**src/rtl/deal_controller_if.sv**
```systemverilog
`default_nettype none
// ============================================================================
// deal_controller_if : card-request, RNG handshake and card-output bundle
// Revision: 1.0
// ============================================================================
interface deal_controller_if #(
    parameter int VAL_W = 6
);
    logic             new_round;
    logic             p_req;
    logic             d_req;
    logic             rng_req;
    logic             rng_valid;
    logic [VAL_W-1:0] rng_value;
    logic             p_ack;
    logic             d_ack;
    logic             card_valid;
    logic             card_owner;
    logic [VAL_W-1:0] card_idx;
    logic [3:0]       card_rank;
    logic [1:0]       card_suit;
    logic [VAL_W-1:0] cards_left;
    logic             deck_empty;
    logic             busy;

    modport slave (
        input  new_round, p_req, d_req, rng_valid, rng_value,
        output rng_req, p_ack, d_ack, card_valid, card_owner, card_idx,
               card_rank, card_suit, cards_left, deck_empty, busy
    );

    modport master (
        output new_round, p_req, d_req, rng_valid, rng_value,
        input  rng_req, p_ack, d_ack, card_valid, card_owner, card_idx,
               card_rank, card_suit, cards_left, deck_empty, busy
    );
endinterface
`default_nettype wire

```
**src/rtl/deal_controller.sv**
```systemverilog
`default_nettype none
// ============================================================================
// deal_controller : arbitrates player/dealer card requests, draws from the RNG
//                   and deals each card at most once per round.
// Revision: 1.0
// ============================================================================
module deal_controller #(
    parameter int DECK_SIZE = 52,
    parameter int VAL_W     = 6
) (
    input  wire logic          CLOCK_50,
    input  wire logic          resetn,
    deal_controller_if.slave   bus
);
    localparam logic [VAL_W-1:0] DECK_CNT = VAL_W'(DECK_SIZE);
    localparam logic [VAL_W-1:0] LAST_IDX = VAL_W'(DECK_SIZE - 1);
    localparam logic [VAL_W-1:0] SUIT_LEN = VAL_W'(13);

    typedef enum logic [2:0] {
        IDLE      = 3'd0,
        FETCH     = 3'd1,
        PROBE     = 3'd2,
        DELIVER   = 3'd3,
        EMPTY_ACK = 3'd4
    } state_t;

    state_t                 state;
    state_t                 next_state;
    logic [DECK_SIZE-1:0]   bitmap;
    logic [VAL_W-1:0]       cards_left;
    logic [VAL_W-1:0]       idx;
    logic                   owner;
    logic                   rr_last;
    logic                   rng_req;
    logic [VAL_W-1:0]       held_idx;
    logic [3:0]             held_rank;
    logic [1:0]             held_suit;
    logic                   held_owner;

    logic                   any_req;
    logic                   grant_dealer;
    logic                   deliver;
    logic                   empty_ack;
    logic [3:0]             idx_rank;
    logic [1:0]             idx_suit;
    logic [VAL_W-1:0]       folded_value;

    assign any_req      = bus.p_req | bus.d_req;
    // On a tie the requester that was not served last wins.
    assign grant_dealer = bus.d_req & (~bus.p_req | ~rr_last);
    assign idx_rank     = 4'(idx % SUIT_LEN) + 4'd1;
    assign idx_suit     = 2'(idx / SUIT_LEN);
    assign folded_value = (bus.rng_value >= DECK_CNT) ? (bus.rng_value - DECK_CNT)
                                                      : bus.rng_value;

    always_ff @(posedge CLOCK_50 or negedge resetn) begin
        if (!resetn) begin
            state <= IDLE;
        end else begin
            state <= next_state;
        end
    end

    always_comb begin
        next_state = state;
        unique case (state)
            IDLE: begin
                if (!bus.new_round && any_req) begin
                    next_state = (cards_left == '0) ? EMPTY_ACK : FETCH;
                end
            end
            FETCH: begin
                if (bus.new_round) begin
                    next_state = IDLE;
                end else if (rng_req && bus.rng_valid) begin
                    next_state = PROBE;
                end
            end
            PROBE: begin
                if (bus.new_round) begin
                    next_state = IDLE;
                end else if (!bitmap[idx]) begin
                    next_state = DELIVER;
                end
            end
            DELIVER:   next_state = IDLE;
            EMPTY_ACK: next_state = IDLE;
            default:   next_state = IDLE;
        endcase
    end

    always_comb begin
        deliver   = 1'b0;
        empty_ack = 1'b0;
        if (state == DELIVER) begin
            deliver = ~bus.new_round;
        end
        if (state == EMPTY_ACK) begin
            empty_ack = 1'b1;
        end
    end

    always_ff @(posedge CLOCK_50 or negedge resetn) begin
        if (!resetn) begin
            bitmap     <= '0;
            cards_left <= DECK_CNT;
            idx        <= '0;
            owner      <= 1'b0;
            rr_last    <= 1'b1;
            rng_req    <= 1'b0;
            held_idx   <= '0;
            held_rank  <= '0;
            held_suit  <= '0;
            held_owner <= 1'b0;
        end else begin
            rng_req <= (next_state == FETCH);
            unique case (state)
                IDLE: begin
                    if (!bus.new_round && any_req) begin
                        owner   <= grant_dealer;
                        rr_last <= grant_dealer;
                    end
                end
                FETCH: begin
                    if (rng_req && bus.rng_valid) begin
                        idx <= folded_value;
                    end
                end
                PROBE: begin
                    if (bitmap[idx]) begin
                        idx <= (idx == LAST_IDX) ? '0 : idx + VAL_W'(1);
                    end
                end
                DELIVER: begin
                    if (!bus.new_round) begin
                        bitmap[idx] <= 1'b1;
                        cards_left  <= cards_left - VAL_W'(1);
                        held_idx    <= idx;
                        held_rank   <= idx_rank;
                        held_suit   <= idx_suit;
                        held_owner  <= owner;
                    end
                end
                default: ;
            endcase
            // A reshuffle overrides whatever the current state did to the deck.
            if (bus.new_round) begin
                bitmap     <= '0;
                cards_left <= DECK_CNT;
            end
        end
    end

    assign bus.rng_req    = rng_req;
    assign bus.card_valid = deliver;
    assign bus.p_ack      = (deliver | empty_ack) & ~owner;
    assign bus.d_ack      = (deliver | empty_ack) & owner;
    assign bus.card_idx   = deliver ? idx      : held_idx;
    assign bus.card_rank  = deliver ? idx_rank : held_rank;
    assign bus.card_suit  = deliver ? idx_suit : held_suit;
    assign bus.card_owner = deliver ? owner    : held_owner;
    assign bus.cards_left = cards_left;
    assign bus.deck_empty = (cards_left == '0);
    assign bus.busy       = (state != IDLE);
endmodule
`default_nettype wire

```
**src/flat_wrapper.sv**
```systemverilog
// flat-port wrapper written by rule: the top's interface ports become plain ports
module deal_controller_flat 
#(
    parameter int DECK_SIZE = 52,
    parameter int VAL_W     = 6
)
  (CLOCK_50, resetn, bus_new_round, bus_p_req, bus_d_req, bus_rng_valid, bus_rng_value, bus_rng_req, bus_p_ack, bus_d_ack, bus_card_valid, bus_card_owner, bus_card_idx, bus_card_rank, bus_card_suit, bus_cards_left, bus_deck_empty, bus_busy);
  deal_controller_if #(.VAL_W(VAL_W)) bus_i ();
  input  wire logic CLOCK_50;
  input  wire logic resetn;
  input wire logic [$bits(bus_i.new_round)-1:0] bus_new_round;
  input wire logic [$bits(bus_i.p_req)-1:0] bus_p_req;
  input wire logic [$bits(bus_i.d_req)-1:0] bus_d_req;
  input wire logic [$bits(bus_i.rng_valid)-1:0] bus_rng_valid;
  input wire logic [$bits(bus_i.rng_value)-1:0] bus_rng_value;
  output wire logic [$bits(bus_i.rng_req)-1:0] bus_rng_req;
  output wire logic [$bits(bus_i.p_ack)-1:0] bus_p_ack;
  output wire logic [$bits(bus_i.d_ack)-1:0] bus_d_ack;
  output wire logic [$bits(bus_i.card_valid)-1:0] bus_card_valid;
  output wire logic [$bits(bus_i.card_owner)-1:0] bus_card_owner;
  output wire logic [$bits(bus_i.card_idx)-1:0] bus_card_idx;
  output wire logic [$bits(bus_i.card_rank)-1:0] bus_card_rank;
  output wire logic [$bits(bus_i.card_suit)-1:0] bus_card_suit;
  output wire logic [$bits(bus_i.cards_left)-1:0] bus_cards_left;
  output wire logic [$bits(bus_i.deck_empty)-1:0] bus_deck_empty;
  output wire logic [$bits(bus_i.busy)-1:0] bus_busy;
  assign bus_i.new_round = bus_new_round;
  assign bus_i.p_req = bus_p_req;
  assign bus_i.d_req = bus_d_req;
  assign bus_i.rng_valid = bus_rng_valid;
  assign bus_i.rng_value = bus_rng_value;
  assign bus_rng_req = bus_i.rng_req;
  assign bus_p_ack = bus_i.p_ack;
  assign bus_d_ack = bus_i.d_ack;
  assign bus_card_valid = bus_i.card_valid;
  assign bus_card_owner = bus_i.card_owner;
  assign bus_card_idx = bus_i.card_idx;
  assign bus_card_rank = bus_i.card_rank;
  assign bus_card_suit = bus_i.card_suit;
  assign bus_cards_left = bus_i.cards_left;
  assign bus_deck_empty = bus_i.deck_empty;
  assign bus_busy = bus_i.busy;
  deal_controller #(.DECK_SIZE(DECK_SIZE), .VAL_W(VAL_W)) u_core (.CLOCK_50(CLOCK_50), .resetn(resetn), .bus(bus_i));
endmodule
```
**config.mk**
```make
export PLATFORM = sky130hd
export DESIGN_NAME = deal_controller_flat
export DESIGN_NICKNAME = d
export VERILOG_FILES = /design/src/rtl/deal_controller_if.sv /design/src/rtl/deal_controller.sv /design/src/flat_wrapper.sv
export SDC_FILE = /design/constraint.sdc
export NUM_CORES = 1
export LEC_CHECK = 0
export CORE_ASPECT_RATIO = 0.6
export CORE_UTILIZATION = 30
export CTS_BUF_LIST = sky130_fd_sc_hd__clkbuf_4
export CTS_CLUSTER_DIAMETER = 200
export DETAILED_ROUTE_END_ITERATION = 8
export GPL_TIMING_DRIVEN = 1
export SLEW_MARGIN = 20
export SYNTH_ARGS = -nofsm -noshare
export SYNTH_HDL_FRONTEND = slang
export SYNTH_SLANG_ARGS = --single-unit
```
**constraint.sdc**
```tcl
create_clock -name CLOCK_50 -period 5.54 [get_ports CLOCK_50]
set_input_delay 0.554 -clock CLOCK_50 [delete_from_list [all_inputs] [get_ports CLOCK_50]]
set_output_delay 0.554 -clock CLOCK_50 [all_outputs]
set_load 0.005 [all_outputs]
```
==> results of run 1 <==
-- routing by layer --
layer  vias up  wire length [um]  GRT usage [%]
li1       1684                 -              -
met1      1735              5670           21.4
met2       113              4620           22.2
met3        15               728           5.13
met4         0               123           4.65
met5         -                 0              0
-- flip-flops by register name, indices dropped and copies added, names as in the netlist --
register / flops
u_core.bitmap: 52
u_core.bus.cards_left: 6
u_core.bus.rng_req: 1
u_core.held_idx: 6
u_core.held_owner: 1
u_core.held_rank: 4
u_core.held_suit: 2
u_core.idx: 6
u_core.owner: 1
u_core.rr_last: 1
u_core.state: 3
-- layout make-up --
| type | instances | share of cell area (%) |
|---|---|---|
| timing repair buffer | 45 | 8.28 |
| tap | 198 | 4.85 |
| clock buffer | 12 | 1.76 |
| sequential | 83 | 40.8 |
| inverter | 63 | 4.63 |
| clock inverter | 4 | 0.857 |
| multi-input combinational | 296 | 38.8 |
-- where the power goes --
part / leakage (uW) / internal (uW) / switching (uW)
clock: 0.0000787 / 150 / 206
combinational: 0.000959 / 430 / 601
sequential: 0.00111 / 670 / 58.1
-- through the flow --
| step | area (um2) | hold WS (ns) | setup WS [ns] | utilization, % | total power (uW) |
|---|---|---|---|---|---|
| after floorplan | 4450 | 0.258 | 1.48 | - | 1470 |
| after detailed placement | 4940 | 0.462 | 0.636 | 34.1 | 1740 |
| after CTS | 5090 | 0.497 | 0.0999 | 35.1 | 2100 |
| after global routing | 5110 | 0.514 | 0.0272 | 35.2 | 2260 |
| final | 5110 | 0.493 | 0.357 | 35.2 | 2120 |
| after global placement | 4940 | 0.461 | 0.901 | 34.1 | 1710 |
-- worst max-delay path: stages, from the launching register on --
cell	delay (ns)
dfrtp_2	0.53
and4b_1	0.27
a21oi_2	0.21
ha_1	0.29
a21o_1	0.17
and2_1	0.24
xnor2_1	0.22
inv_1	0.11
ha_1	0.19
nand2b_1	0.15
and2_1	0.17
a21o_1	0.25
nor2_1	0.13
a21oi_1	0.06
ha_1	0.19
xnor2_1	0.13
xnor2_1	0.14
o21ai_1	0.18
clkdlybuf4s50_1	0.54
-- what timing repair did --
action	in CTS	in global routing
hold buffers	1	0
endpoints found under the hold margin	13	0
setup endpoints to repair	0	3
setup buffers	0	2
resized for setup	0	4
-- worst max path at each step --
| stage | startpoint | end | slack (ns) | cells after the start |
|---|---|---|---|---|
| 2_1_floorplan | u_core.idx[2]$_DFFE_PN0P_ | bus_card_rank[2] | 1.48 | 19 |
| 3_3_place_gp | u_core.idx[4]$_DFFE_PN0P_ | bus_card_rank[2] | 0.90 | 18 |
| 3_5_place_dp | u_core.idx[4]$_DFFE_PN0P_ | bus_card_rank[2] | 0.64 | 18 |
| 4_1_cts | u_core.idx[4]$_DFFE_PN0P_ | bus_card_rank[2] | 0.1 | 18 |
| 5_1_grt | u_core.idx[2]$_DFFE_PN0P_ | bus_card_rank[2] | 0.03 | 17 |
| 6_report | u_core.idx[5]$_DFFE_PN0P_ | bus_card_rank[2] | 0.36 | 18 |
-- logic make-up after synthesis --
logic type / Yosys count
AOI/OAI and AO/OA: 118
xor gates and xnor gates: 12
adders and majority gates: 11
buffers and inverters: 96
DFF: 83
muxes: 27
and+or+nand+nor: 128
-- cell usage in the layout (no fill, tap or decap), types with 3 or more instances in the layout --
master	instances
nor3_1	3
a21oi_1	17
mux2_2	3
a221oi_1	3
nor2_1	34
buf_4	9
xnor2_1	10
dfstp_2	4
dfrtp_1	76
o21ai_0	14
or2_2	3
a22oi_1	3
mux2i_1	13
nand3_1	10
clkdlybuf4s50_1	34
inv_1	63
o21ai_1	8
mux2_4	3
nor2b_1	5
clkbuf_4	12
o22ai_1	53
ha_1	11
a211oi_1	3
and2_1	3
nand2_1	47
dfrtp_2	3
nand2b_1	9
mux4_1	5
==> results summary, run 1 <==
The residual overflow from global routing is 0. The worst clock skew on the final layout is 0.0172 ns. The deepest level of the CTS H-tree is 3. After synthesis, the netlist uses 56 different library cells. The hold-critical path depth came out at 2. The worst-case clock buffer depth came out at 2. Setup total negative slack on the finished layout was measured at 0 ns. The non-filler instance count after layout is 701. The fraction of layout cells with a size suffix above 1 came out at 9.54%. The critical path is of the register to primary output type. Counting flops and latches in the post-synthesis netlist gives 83. The post-synthesis sequential area ratio is 46.8%.

The post-synthesis xor/xnor area fraction came out at 2.36%. The number of nets in the synthesized netlist is 498. Ranked by total cell area, the synthesized netlist is headed by dfrtp_1, o22ai_1, inv_1.

The largest total area in the synthesized netlist belongs to dfrtp_1. The insertion delay of the later-clocked pin in the worst-skew pair is 0.45 ns. By instance count, the leading cell after synthesis is dfrtp_1.

The multi-input logic area came out at 1980 um2. After Yosys synthesis, full adders, half adders and majority gates account for 3.09% of the synthesized area. The average vias per placed instance is 5.06.

The sink count of the clock tree came out at 83. Sorting the synthesized cells by how often they occur yields dfrtp_1, inv_1, o22ai_1. The floorplan step defined a die boundary enclosing 15300 um2. The number of I/O port buffers is 36.

TritonCTS built the clock tree. In this run the critical register-to-register path is launched from u_core.idx[5]$_DFFE_PN0P_. In the final layout, flip-flops and latches occupy 2090 um2. The first-pass GRT wire length came out at 17800 um.

Measured against its own limit, the worst slew margin works out to between 50% and 60%. The power density over cell area is 414 nW/um2. In the final design database the tool counted ~520 nets. The antenna violation net count after detailed routing is 0.

The portion of synthesized cell area occupied by the leading cell type came out at 44.4%. The number of DRC violations after detailed-routing iteration 0 came out at 266. The vertical die dimension came out at 96.3 um. For the pin with the worst max-slew slack, the measured transition is 0.720 ns.

The area of the core is 14500 um2. Data on the critical path arrives at its endpoint at roughly 4.6 ns. The routed layout has 3547 vias. Entering global routing, the biggest net connects 60 pins.

In the finished design, the share of the clock period the worst path needs comes to 93.6%. The max-slew violation count came out at 0. The post-CTS clock slew at the launch and capture registers of the worst setup and hold paths is 0.12 ns.

The number of antenna violations at the first check in global routing came out at 0. Summing the areas of all and, or, nand and nor instances in the mapped netlist gives approximately 13% of the synthesized area. The clock period minus worst slack came out at between 5 and 6 ns. The worst min-delay path class is register to register. After synthesis the cells add up to 4450 um2.

A synthesized cell averages 9.37 um2. The congestion estimate from routability-driven global placement came to around 0.8. Across the run, the number of max-cap violations was 0. The startpoint identified for the worst hold timing path is u_core.held_rank[1]$_DFFE_PN0P_. The share of async-settable or async-resettable flops after synthesis is 100%. The number of global-route vias before repair came to 3388.

The effective utilization at floorplan came out at a little under a third. The antenna diode count is 0. The largest driver fanout on the critical path is 17. In this run the core area contains 34 standard-cell rows. Among all flip-flop cells after synthesis, the most frequent one is dfrtp_1.

The HPWL after detailed placement is between 7000 and 8000 um. For this run, the detailed router's first-pass iteration total came to 5. The startpoint type of the worst setup path is a register. For this run, design rule violations remaining after detail routing come to 0. The total global routing track utilization is 15.3%. The count of mapped cells out of synthesis is 475.

The number of inserted filler cells in the final layout came out at 1481. The x dimension of the die is 159 um. The peak supply drop is 0.237 mV. The flow ran to the end, and the final reports show no timing, DRC or antenna violations.

The I/O pin count came out at 37. The worst-case hold path end point is u_core.held_rank[1]$_DFFE_PN0P_. The setup slack on the worst flop-to-flop path came out at 1.81 ns. By area, the combinational part of the netlist is dominated by compound AO/OA/AOI/OAI gates. The total routed wirelength is 11100 um. The leakage component of the power is 0.00215 uW. The number of cells on the worst reg-to-reg path came out at 17. The average wire per standard cell is ~16 um.

The final setup violation count is 0. Setup repair after global routing left no endpoint under its margin. The worst register-to-register path ends at u_core.held_rank[2]$_DFFE_PN0P_. The highest achievable clock rate came out at a little under 0.2 GHz.

The required time reported for the critical path endpoint came out at 4.99 ns. Of the post-synthesis cell area, the part taken by muxes is 8.91%. The post-synthesis to final-layout area growth is 14.8%. The number of buffers created by CTS is 9. The worst setup path is captured at a primary output.

The number of enable flip-flop cells after synthesis came out at 0. The hold violation count in the final report came out at 0. The compound-gate portion of the synthesized area came out at 16.6%. The total number of yosys warnings came out at 0. The cell total after placement came out at 682. The root buffer cell is clkbuf_4.
No activity file was read; power rests on OpenSTA's default activity.
==> run 2, diff against run 1 <==
- CORE_MARGIN: not set -> 5
- SETUP_SLACK_MARGIN: not set -> 0.2
- clock period: 5.54 -> 4.3 ns (I/O delays scaled with it)
==> results summary, run 2 (same netlist as run 1, synthesis figures left out) <==
The measured slew at the worst slew-check pin is 0.762 ns (+0.0418 ns). The register with the most flip-flops in the final layout is u_core.bitmap. The via count is 3594 (+1.3%).

The total global routing track utilization is 13.2% (-2.1 points). After layout, the minimum clock period comes to 3.99 ns. The worst-case setup margin in the final layout was 0.311 ns (-0.0465 ns). The number of rows in the core area came out at 34 (unchanged). The final-layout setup total negative slack is 0 ns (unchanged). The DRC violations left was 0 (unchanged). The final net count came out at 538 (+3.3%). TritonCTS built the clock tree. The highest achievable clock rate is 0.251 GHz. The post-CTS clock slew at the launch and capture registers of the worst setup and hold paths is 0.12 ns (about the same).

The worst setup timing slack at the placement stage came out at 0.100 ns (-0.536 ns). The required time reported for the critical path endpoint is 3.87 ns (-1.12 ns). The placer's final routability congestion estimate is 0.817 (+2.2%).

The post-synthesis to final-layout area growth is 19.5%. Setup repair after global routing could not meet its margin everywhere. The worst-case clock buffer depth was 2 (unchanged).

The flip-flop count of the largest register after layout came to 52 (unchanged). The final setup violation count came out at 0 (unchanged). The number of I/O port buffers is 36 (unchanged). The hold violation count in the final report is 0 (unchanged). The number of antenna violations at the first check in global routing is 0 (unchanged). The power density over cell area came out at 592 nW/um2 (+43%). The number of DRC violations after detailed-routing iteration 0 was 273 (+2.6%). The final core area utilization is 36.7% (+1.4 points). The path class of the tightest hold or removal check is input port to asynchronous set/reset pin.

The largest net degree at the start of global routing came out at 84 (+40%). The x dimension of the die is 167 um (+5.0%). The number of inserted filler cells in the final layout came out at 1467 (-0.95%). The number of max-capacitance violations reported is 0 (unchanged). Leaving out fill and tap cells, the most frequent cell in the layout is dfrtp_1.

The HPWL after detailed placement came out at 7940 um (+5.0%). The antenna violation net count after detailed routing came out at 0 (unchanged). The area of the core came out at 14500 um2 (unchanged).

The average wire per standard cell is 16.1 um (+1.6%). The largest driver fanout on the critical path came out at 4 (-13). The antenna diode count came to 0 (unchanged). The residual overflow from global routing is 0 (unchanged).

The first-pass GRT wire length came out at 18500 um (+4.0%). The part of the cycle the worst path needs is 92.8%. The startpoint-to-endpoint class of the critical path is register to primary output. The average vias per placed instance came to 5.01 (-1.1%). The max-slew violation count came out at 0 (unchanged). The overall die area came to 17500 um2 (+14%). The worst path arrival time came out at 3.56 ns (-1.07 ns).

Leaving out fill and tap cells, the most frequent cells in the layout are dfrtp_1, inv_1, o22ai_1. The worst clock skew on the final layout is 0.0186 ns (+0.00132 ns). The I/O pin count is 37 (unchanged).

The leakage component of the power came out at 0.00227 uW (+5.9%). CTS placed an instance of clkbuf_4 at the clock tree root. The detailed-router iteration count before antenna repair came out at 5 (unchanged). The worst setup path is launched from a register. The deepest level of the CTS H-tree is 3 (unchanged).

The number of global-route vias before repair came to 3398 (+0.30%). The peak supply drop came out at 0.262 mV (+11%). The effective utilization at floorplan came to 30.7% (unchanged). The max-slew headroom at the worst pin is 49.2% (-2.8 points).

The vertical die dimension came out at 104 um (+8.3%). The insertion delay of the later-clocked pin in the worst-skew pair came to 0.45 ns (about the same). The number of buffers created by CTS is 9 (unchanged). The run finished with clean final reports. The final total power is 3150 uW (+49%). STA classifies the critical path endpoint as a primary output. The sink count of the clock tree came out at 83 (unchanged). The total routed wirelength is 11600 um (+4.1%). The fraction of layout cells with a size suffix above 1 is 15.2% (+5.6 points).
run 2: cell count changes in the layout (fill, tap and decap cells not counted), sizes merged:
cell / previous run / this run
buf: 10 / 29
bufinv: 1 / 2
clkbuf: 12 / 11
clkdlybuf4s50: 34 / 31
clkinv: 3 / 4
dlygate4sd2: 0 / 1
dlygate4sd3: 1 / 0
run 2: metrics by stage:
stage	std cells	hold WS, ns	cell area [um2]
final	718	0.0000328	5320
after global routing	718	0.0431	5320
after CTS	714	0.153	5240
after detailed placement	693	0.459	5030
after global placement	693	0.461	5030
after floorplan	475	0.134	4450
run 2: timing repair:
item	in CTS	in global routing
setup endpoints to repair	4	5
hold buffers	0	0
setup buffers	5	4
pin swaps	3	7
gates resized for setup	10	16
run 2: cell type report:
class / count / area [um2] / share of cell area [%]
Sequential cell: 83 / 2080 / 39.1
Clock buffer: 10 / 75.1 / 1.41
Inverter: 63 / 236 / 4.45
Clock inverter: 6 / 80.1 / 1.51
Multi-Input combinational cell: 296 / 2060 / 38.7
Tap cell: 198 / 248 / 4.66
Timing Repair Buffer: 62 / 541 / 10.2
run 2: path summary, 6_finish.rpt:
check / startpoint / to / slack [ns] / depth (start not counted)
setup / recovery: u_core.idx[2]$_DFFE_PN0P_ / bus_card_rank[2] / 0.31 / 17
hold / removal: resetn / u_core.bus.cards_left[0]$_DFFE_PN0P_ / 0.00003 / 1
setup reg to reg: u_core.idx[2]$_DFFE_PN0P_ / u_core.held_rank[2]$_DFFE_PN0P_ / 1.11 / 17
hold reg to reg: u_core.held_rank[1]$_DFFE_PN0P_ / u_core.held_rank[1]$_DFFE_PN0P_ / 0.49 / 2
max in group asynchronous: resetn / u_core.bitmap[34]$_DFFE_PN0P_ / 3.76 / 1
min in group CLOCK_50: bus_new_round / u_core.state[1]$_DFF_PN0_ / 0.38 / 3
run 2: worst max-delay path, stage by stage (launching register included):
cell and delay (ns):
dfrtp_1 0.43, and4b_1 0.27, a21oi_2 0.06, ha_4 0.16, a21o_1 0.19, and2_4 0.15
xnor2_2 0.14, inv_1 0.08, ha_1 0.18, nand2b_4 0.14, and2_4 0.16, a21o_4 0.23
a21oi_1 0.18, ha_2 0.22, xnor2_2 0.12, xnor2_1 0.09, o21ai_1 0.17, buf_2 0.14
run 2: per-layer routing:
| metal | up-vias | share of wire (%) | GRT usage, % |
|---|---|---|---|
| li1 | 1720 | - | - |
| met1 | 1742 | 52 | 21.3 |
| met2 | 119 | 40 | 17.3 |
| met3 | 13 | 7.3 | 3.76 |
| met4 | 0 | 0.85 | 2.43 |
| met5 | - | 0 | 0 |
run 2: power breakdown:
| group | leakage, uW | switching [uW] | internal, uW | total (uW) |
|---|---|---|---|---|
| Combinational | 0.00107 | 921 | 804 | 1730 |
| Sequential | 0.00111 | 49.0 | 861 | 910 |
| Clock | 0.0000899 | 273 | 239 | 512 |
| Total | 0.00227 | 1240 | 1900 | 3150 |
